===== config.mk =====
export PLATFORM = sky130hd
export DESIGN_NAME = sprite_cmd_scheduler_flat
export DESIGN_NICKNAME = d
export VERILOG_FILES = /design/src/rtl/sprite_cmd_scheduler_if.sv /design/src/rtl/sprite_cmd_scheduler.sv /design/src/flat_wrapper.sv
export SDC_FILE = /design/constraint.sdc
export NUM_CORES = 1
export LEC_CHECK = 0
export ABC_AREA = 1
export BUFFER_PORTS_ARGS = -buffer_cell sky130_fd_sc_hd__buf_2
export CAP_MARGIN = 25
export CORE_MARGIN = 3
export CORE_UTILIZATION = 41
export DETAILED_ROUTE_END_ITERATION = 6
export PLACE_DENSITY = 0.61
export SLEW_MARGIN = 10
export SYNTH_ARGS = -nofsm -noshare
export SYNTH_HDL_FRONTEND = slang
export SYNTH_SLANG_ARGS = --single-unit

===== constraint.sdc =====
create_clock -name clk -period 4.6 [get_ports clk]
set_input_delay 0.23 -clock clk [delete_from_list [all_inputs] [get_ports clk]]
set_output_delay 0.23 -clock clk [all_outputs]
set_load 0.02 [all_outputs]

===== src/rtl/sprite_cmd_scheduler_if.sv =====
// Host-side command bus of the sprite command scheduler: command writes,
// commit requests and the status flags returned to the host.
interface sprite_cmd_scheduler_if;
  logic        host_write;
  logic [31:0] host_writedata;
  logic        host_commit;
  logic        host_full;
  logic        commit_busy;
  logic        commit_done;

  modport master (
    output host_write, host_writedata, host_commit,
    input  host_full, commit_busy, commit_done
  );

  modport slave (
    input  host_write, host_writedata, host_commit,
    output host_full, commit_busy, commit_done
  );
endinterface


===== src/rtl/sprite_cmd_scheduler.sv =====
// Queues host display commands and broadcasts them one per cycle, then on commit
// flushes the queued words and toggles every component's buffer during vblank.
module sprite_cmd_scheduler #(
  parameter int         FIFO_DEPTH = 16,
  parameter logic [5:0] COMP_LO    = 6'd1,
  parameter logic [5:0] COMP_HI    = 6'd12,
  parameter int         V_ACTIVE   = 480,
  parameter int         V_TOTAL    = 525
) (
  input  logic                 clk,
  input  logic                 reset_n,
  sprite_cmd_scheduler_if.slave host,
  input  logic [9:0]           hcount,
  input  logic [9:0]           vcount,
  output logic [31:0]          cmd_writedata,
  output logic                 front_buf,
  output logic [15:0]          frame_count,
  output logic                 overflow
);

  localparam int             AW       = $clog2(FIFO_DEPTH);
  localparam int             CW       = AW + 1;
  localparam logic [CW-1:0]  DEPTH    = CW'(FIFO_DEPTH);
  localparam logic [9:0]     VB_FIRST = 10'(V_ACTIVE);
  localparam logic [9:0]     VB_LAST  = 10'(V_TOTAL - 1);

  typedef enum logic [1:0] {S_RUN, S_FLUSH, S_WAIT_VB, S_TOGGLE} state_t;

  state_t        state_q;
  logic [31:0]   mem_q [FIFO_DEPTH];
  logic [AW-1:0] wr_ptr_q, wr_ptr_d;
  logic [AW-1:0] rd_ptr_q, rd_ptr_d;
  logic [CW-1:0] count_q, count_d;
  logic [CW-1:0] flush_cnt_q;
  logic          issue_vld_q;
  logic [31:0]   issue_word_q;
  logic [5:0]    comp_id_q;
  logic [31:0]   cmd_q;
  logic          front_buf_q;
  logic [15:0]   frame_count_q;
  logic          overflow_q;
  logic          busy_q;
  logic          done_q;

  logic full;
  logic reserved;
  logic push;
  logic pop;
  logic commit_accept;
  logic unused_ok;

  // Component 0 and the toggle opcode belong to the scheduler, so host words using them are dropped.
  assign full          = (count_q == DEPTH);
  assign reserved      = (host.host_writedata[31:26] == 6'd0) || (host.host_writedata[20:17] == 4'hF);
  assign push          = host.host_write && !full && !reserved;
  assign commit_accept = host.host_commit && !busy_q && (state_q == S_RUN);
  assign pop           = ((state_q == S_RUN) && !commit_accept && (count_q != '0))
                       || ((state_q == S_FLUSH) && (flush_cnt_q != '0));

  always_comb begin
    wr_ptr_d = wr_ptr_q + AW'(push);
    rd_ptr_d = rd_ptr_q + AW'(pop);
    count_d  = count_q + CW'(push) - CW'(pop);
  end

  always_ff @(posedge clk) begin
    if (push) begin
      mem_q[wr_ptr_q] <= host.host_writedata;
    end
  end

  // Popped words pass through one staging register before reaching the broadcast bus.
  always_ff @(posedge clk or negedge reset_n) begin
    if (!reset_n) begin
      wr_ptr_q     <= '0;
      rd_ptr_q     <= '0;
      count_q      <= '0;
      issue_vld_q  <= 1'b0;
      issue_word_q <= '0;
    end else begin
      wr_ptr_q     <= wr_ptr_d;
      rd_ptr_q     <= rd_ptr_d;
      count_q      <= count_d;
      issue_vld_q  <= pop;
      issue_word_q <= mem_q[rd_ptr_q];
    end
  end

  always_ff @(posedge clk or negedge reset_n) begin
    if (!reset_n) begin
      state_q       <= S_RUN;
      flush_cnt_q   <= '0;
      comp_id_q     <= COMP_LO;
      cmd_q         <= '0;
      front_buf_q   <= 1'b0;
      frame_count_q <= '0;
      overflow_q    <= 1'b0;
      busy_q        <= 1'b0;
      done_q        <= 1'b0;
    end else begin
      done_q <= 1'b0;
      if (host.host_write && full) begin
        overflow_q <= 1'b1;
      end
      cmd_q <= issue_vld_q ? {issue_word_q[31:14], ~front_buf_q, issue_word_q[12:0]} : 32'h0;
      case (state_q)
        S_RUN: begin
          if (commit_accept) begin
            flush_cnt_q <= count_q + CW'(push);
            busy_q      <= 1'b1;
            state_q     <= S_FLUSH;
          end
        end
        S_FLUSH: begin
          if (flush_cnt_q != '0) begin
            flush_cnt_q <= flush_cnt_q - CW'(1);
          end
          if (flush_cnt_q <= CW'(1)) begin
            state_q <= S_WAIT_VB;
          end
        end
        S_WAIT_VB: begin
          // The last line of the frame is too late to finish all toggles before scan-out.
          if ((vcount >= VB_FIRST) && (vcount < VB_LAST)) begin
            comp_id_q <= COMP_LO;
            state_q   <= S_TOGGLE;
          end
        end
        S_TOGGLE: begin
          cmd_q <= {comp_id_q, 5'd0, 4'hF, 3'd0, ~front_buf_q, 13'd0};
          if (comp_id_q == COMP_HI) begin
            front_buf_q   <= ~front_buf_q;
            frame_count_q <= frame_count_q + 16'd1;
            done_q        <= 1'b1;
            busy_q        <= 1'b0;
            state_q       <= S_RUN;
          end else begin
            comp_id_q <= comp_id_q + 6'd1;
          end
        end
        default: state_q <= S_RUN;
      endcase
    end
  end

  assign cmd_writedata    = cmd_q;
  assign front_buf        = front_buf_q;
  assign frame_count      = frame_count_q;
  assign overflow         = overflow_q;
  assign host.host_full   = full;
  assign host.commit_busy = busy_q;
  assign host.commit_done = done_q;

  assign unused_ok = ^{hcount, issue_word_q[13]};

endmodule


===== src/flat_wrapper.sv =====
// flat-port wrapper written by rule: the top's interface ports become plain ports
module sprite_cmd_scheduler_flat 
#(
  parameter int         FIFO_DEPTH = 16,
  parameter logic [5:0] COMP_LO    = 6'd1,
  parameter logic [5:0] COMP_HI    = 6'd12,
  parameter int         V_ACTIVE   = 480,
  parameter int         V_TOTAL    = 525
)
  (clk, reset_n, hcount, vcount, cmd_writedata, front_buf, frame_count, overflow, host_host_write, host_host_writedata, host_host_commit, host_host_full, host_commit_busy, host_commit_done);
  sprite_cmd_scheduler_if host_i ();
  input  logic clk;
  input  logic reset_n;
  input  logic [9:0] hcount;
  input  logic [9:0] vcount;
  output logic [31:0] cmd_writedata;
  output logic front_buf;
  output logic [15:0] frame_count;
  output logic overflow;
  input wire logic [$bits(host_i.host_write)-1:0] host_host_write;
  input wire logic [$bits(host_i.host_writedata)-1:0] host_host_writedata;
  input wire logic [$bits(host_i.host_commit)-1:0] host_host_commit;
  output wire logic [$bits(host_i.host_full)-1:0] host_host_full;
  output wire logic [$bits(host_i.commit_busy)-1:0] host_commit_busy;
  output wire logic [$bits(host_i.commit_done)-1:0] host_commit_done;
  assign host_i.host_write = host_host_write;
  assign host_i.host_writedata = host_host_writedata;
  assign host_i.host_commit = host_host_commit;
  assign host_host_full = host_i.host_full;
  assign host_commit_busy = host_i.commit_busy;
  assign host_commit_done = host_i.commit_done;
  sprite_cmd_scheduler #(.FIFO_DEPTH(FIFO_DEPTH), .COMP_LO(COMP_LO), .COMP_HI(COMP_HI), .V_ACTIVE(V_ACTIVE), .V_TOTAL(V_TOTAL)) u_core (.clk(clk), .reset_n(reset_n), .host(host_i), .hcount(hcount), .vcount(vcount), .cmd_writedata(cmd_writedata), .front_buf(front_buf), .frame_count(frame_count), .overflow(overflow));
endmodule

==> impl_metrics.ini <==
[outcome]
run_status = completed

[setup_path]
worstSetupEndpointType = flip-flop
cpLargestDelayFamily = simple AND/OR/NAND/NOR gates
required_ns = 4.91
timing.critical_path.from_type = primary input
crit_path_max_incr_delay_ns = 0.93
worstSetupPathType = in -> reg
reg2regPathDepth = 5
arrival_ns = 3.12
count_of_cell_instances_traversed_by_the_critical_path = 6
crit_fanout = 17
cpMaxStageDelayCell = sky130_fd_sc_hd__nor3_4
ordered_cell_list_for_the_critical_path = dlygate4sd3_1 -> buf_2 -> nand4_1 -> nand4_2 -> nor3_4 -> buf_4
crit_buf_inv = 3

[yosys]
average_cell_area_after_synthesis_um2 = 12.0
syn-num-nets = 2154
synth.ff_latch_count = 606
synth_top_area_share_pct = 59.7
synth.largest_area_cell = sky130_fd_sc_hd__edfxtp_1
post_synth_instance_area_um2 = 24900
synth-async-reset-ratio_pct = 18.2
top_post_synthesis_cells_by_area = sky130_fd_sc_hd__edfxtp_1, sky130_fd_sc_hd__dfrtp_1, sky130_fd_sc_hd__nand2_1, sky130_fd_sc_hd__inv_1, sky130_fd_sc_hd__nand3_1
yosysWarningCount = 0
synth_cell_type_count = 31
cells_after_synth = 2079
number_of_enable_flip_flop_cells_after_synthesis = 496
synth_ff_type = sky130_fd_sc_hd__edfxtp_1
seq_area_frac_synth_pct = 70.8

[route]
first_pass_iters = 5
detail-route-antenna-nets = 0
route.detailed.wl_per_inst_um = 18.8
detail_route.vias_per_cell = 5.15
remaining_drc_errors = 0
total_routed_wirelength_um = 57000
dr_iter_0_viols = 1370
via_count_of_the_routed_design = 15600

[floorplan]
design.portCount = 109
dieWidth_um = 253
die_h_um = 253
start_util_pct = 41.9
fp.coreArea_um2 = 59600
placementRows = 89
fp.dieArea_um2 = 63800

[clock_network]
post_cts.repair.setup_buffers = 0
cts.hold.buffers_added = 33
clock_latency_ns = 0.62
cts_max_level = 2
cts_num_sinks = 606
clk_root_buffer_cell = sky130_fd_sc_hd__clkbuf_16
worst_setup_hold_path_clk_slew_ns = 0.06
ctsResizeCount = 0
cts_tree = built
tritoncts.num_buffers = 60
max-clock-path-buffers = 3

[finish]
layout.cells.most_common = sky130_fd_sc_hd__edfxtp_1
num-nets-final = 2276
share_of_final_layout_standard_cells_stronger_than_drive_strength_1_pct = 11.5
finalInstanceArea_um2 = 28500
mostFrequentLayoutCells = sky130_fd_sc_hd__edfxtp_1, sky130_fd_sc_hd__nand2_1, sky130_fd_sc_hd__inv_1, sky130_fd_sc_hd__nand3_1, sky130_fd_sc_hd__o211ai_1
signed_area_change_from_the_synthesized_netlist_to_the_final_layout_pct = 14.2

[place]
place_congestion = 0.786
io_buffer_count = 95
place_hpwl_um = 31100
place_area_um2 = 26200
placement_stage_worst_setup_slack_ns = 1.71

[grt]
globalRoute.totalOverflow = 0
number_of_antenna_violations_at_the_first_check_in_global_routing = 1
number_of_global_route_vias_before_repair = 15300
global_route_wire_length_before_repair_um = 88000
track_usage_pct = 17.9
grt_start_max_net_pins = 122

[sta]
final.setup.worst_slack_ns = 1.79
timing_max_transition_violations_final = 0
finalClockSkew_ns = 0.0140
finalCritPeriodShare_pct = 61.1
layout_min_cycle_time_ns = 2.81
slew-limit-headroom_pct = 27.5
final_hold_viol_count = 0
fin_tns_setup_ns = 0
grt_setup_unrepaired = no
setup_violations = 0
tightest_slew_ns = 1.09
maximum_clock_rate_ghz = 0.356

[flow_run]
max-cap-violations = 0

[power]
leakage_uw = 0.0113
power-per-cell-area_nw_per_um2 = 603
maximum_vdd_drop_v = 0.000351

[worst_hold_path]
hold_depth = 6
hold_path_class = in -> reg
==> per-layer routing <==
metal  global-route usage [%]  part of all wire (%)
met5                        0                     0
met4                     5.55                   2.4
met3                     2.65                   5.5
met2                     29.5                    47
met1                     24.7                    45
==> power breakdown <==
group	switching (uW)	internal (uW)	total (uW)	leakage [uW]
registers	503	6770	7270	0.00586
logic	3440	1610	5050	0.00445
clock network	2040	2830	4860	0.000954
total	5980	11200	17200	0.0113
==> registers in the layout (all words and copies together), names as in the netlist, 2 cells and up <==
signal	count
u_core.mem_q	496
u_core.cmd_writedata	32
u_core.issue_word_q	31
u_core.frame_count	16
u_core.comp_id_q	6
u_core.count_q	5
u_core.flush_cnt_q	5
u_core.rd_ptr_q	4
u_core.wr_ptr_q	4
u_core.state_q	2
==> synthesized netlist by cell type, types with 2 or more instances <==
master	count
sky130_fd_sc_hd__a21oi_1	105
sky130_fd_sc_hd__buf_1	14
sky130_fd_sc_hd__buf_2	17
sky130_fd_sc_hd__buf_4	5
sky130_fd_sc_hd__buf_6	34
sky130_fd_sc_hd__buf_8	2
sky130_fd_sc_hd__clkbuf_1	37
sky130_fd_sc_hd__clkbuf_2	3
sky130_fd_sc_hd__dfrtp_1	109
sky130_fd_sc_hd__edfxtp_1	496
sky130_fd_sc_hd__ha_1	19
sky130_fd_sc_hd__inv_1	307
sky130_fd_sc_hd__nand2_1	326
sky130_fd_sc_hd__nand3_1	221
sky130_fd_sc_hd__nand4_1	5
sky130_fd_sc_hd__nor2_1	61
sky130_fd_sc_hd__nor2_2	2
sky130_fd_sc_hd__nor3_1	17
sky130_fd_sc_hd__o211ai_1	145
sky130_fd_sc_hd__o21ai_0	92
sky130_fd_sc_hd__o21ai_1	34
sky130_fd_sc_hd__or2_2	2
sky130_fd_sc_hd__xnor2_1	6
sky130_fd_sc_hd__xor2_1	13
==> final cells by class <==
type	instances	area [um2]
Sequential cell	606	17700
Clock inverter	28	289
Tap cell	773	967
Fill cell	5215	31100
Antenna cell	1	2.50
Timing Repair Buffer	172	1240
Inverter	308	1160
Multi-Input combinational cell	1053	5480
Clock buffer	86	1680
==> through the flow <==
| stage | std cells | util (%) | hold WS, ns | total power [uW] |
|---|---|---|---|---|
| 2_1_floorplan | 2079 | - | -0.0656 | 11100 |
| 3_3_place_gp | 2877 | 43.9 | 0.329 | 12300 |
| 3_5_place_dp | 2879 | 43.9 | 0.335 | 12400 |
| 4_1_cts | 3026 | 47.8 | 0.103 | 17400 |
| 5_1_grt | 3027 | 47.8 | 0.168 | 18300 |
| 6_report | 3027 | 47.8 | 0.141 | 17200 |
==> final timing paths <==
| kind | start | endpoint | slack (ns) |
|---|---|---|---|
| worst max register to register | u_core.count_q[2]$_DFF_PN0_ | u_core.mem_q[12][4]$_DFFE_PP_ | 1.80 |
| worst min register to register | u_core.issue_word_q[19]$_DFF_PN0_ | u_core.cmd_writedata[19]$_DFF_PN0_ | 0.45 |
| max in group asynchronous | reset_n | u_core.issue_word_q[27]$_DFF_PN0_ | 3.25 |
| worst max-delay path | host_host_writedata[20] | u_core.mem_q[12][4]$_DFFE_PP_ | 1.79 |
| min in group asynchronous | reset_n | u_core.state_q[1]$_DFFE_PN0P_ | 0.23 |
| worst min-delay path | host_host_commit | u_core.issue_vld_q$_DFF_PN0_ | 0.14 |
==> tightest hold or removal path, delay by kind of cell <==
family / cells / cell delay, ns
and+or+nand+nor: 3 / 0.23
buffers and inverters: 2 / 0.15
AOI/OAI and AO/OA: 1 / 0.08
==> kinds of logic after synthesis <==
logic type,Yosys count,share of synthesized area (%)
AOI/OAI and AO/OA,377,9.03
xor gates and xnor gates,19,0.667
adders and majority gates,19,0.953
buffers and inverters,420,7.61
DFF,606,70.8
and+or+nand+nor,638,11.0
No activity file was read; power rests on OpenSTA's default activity.
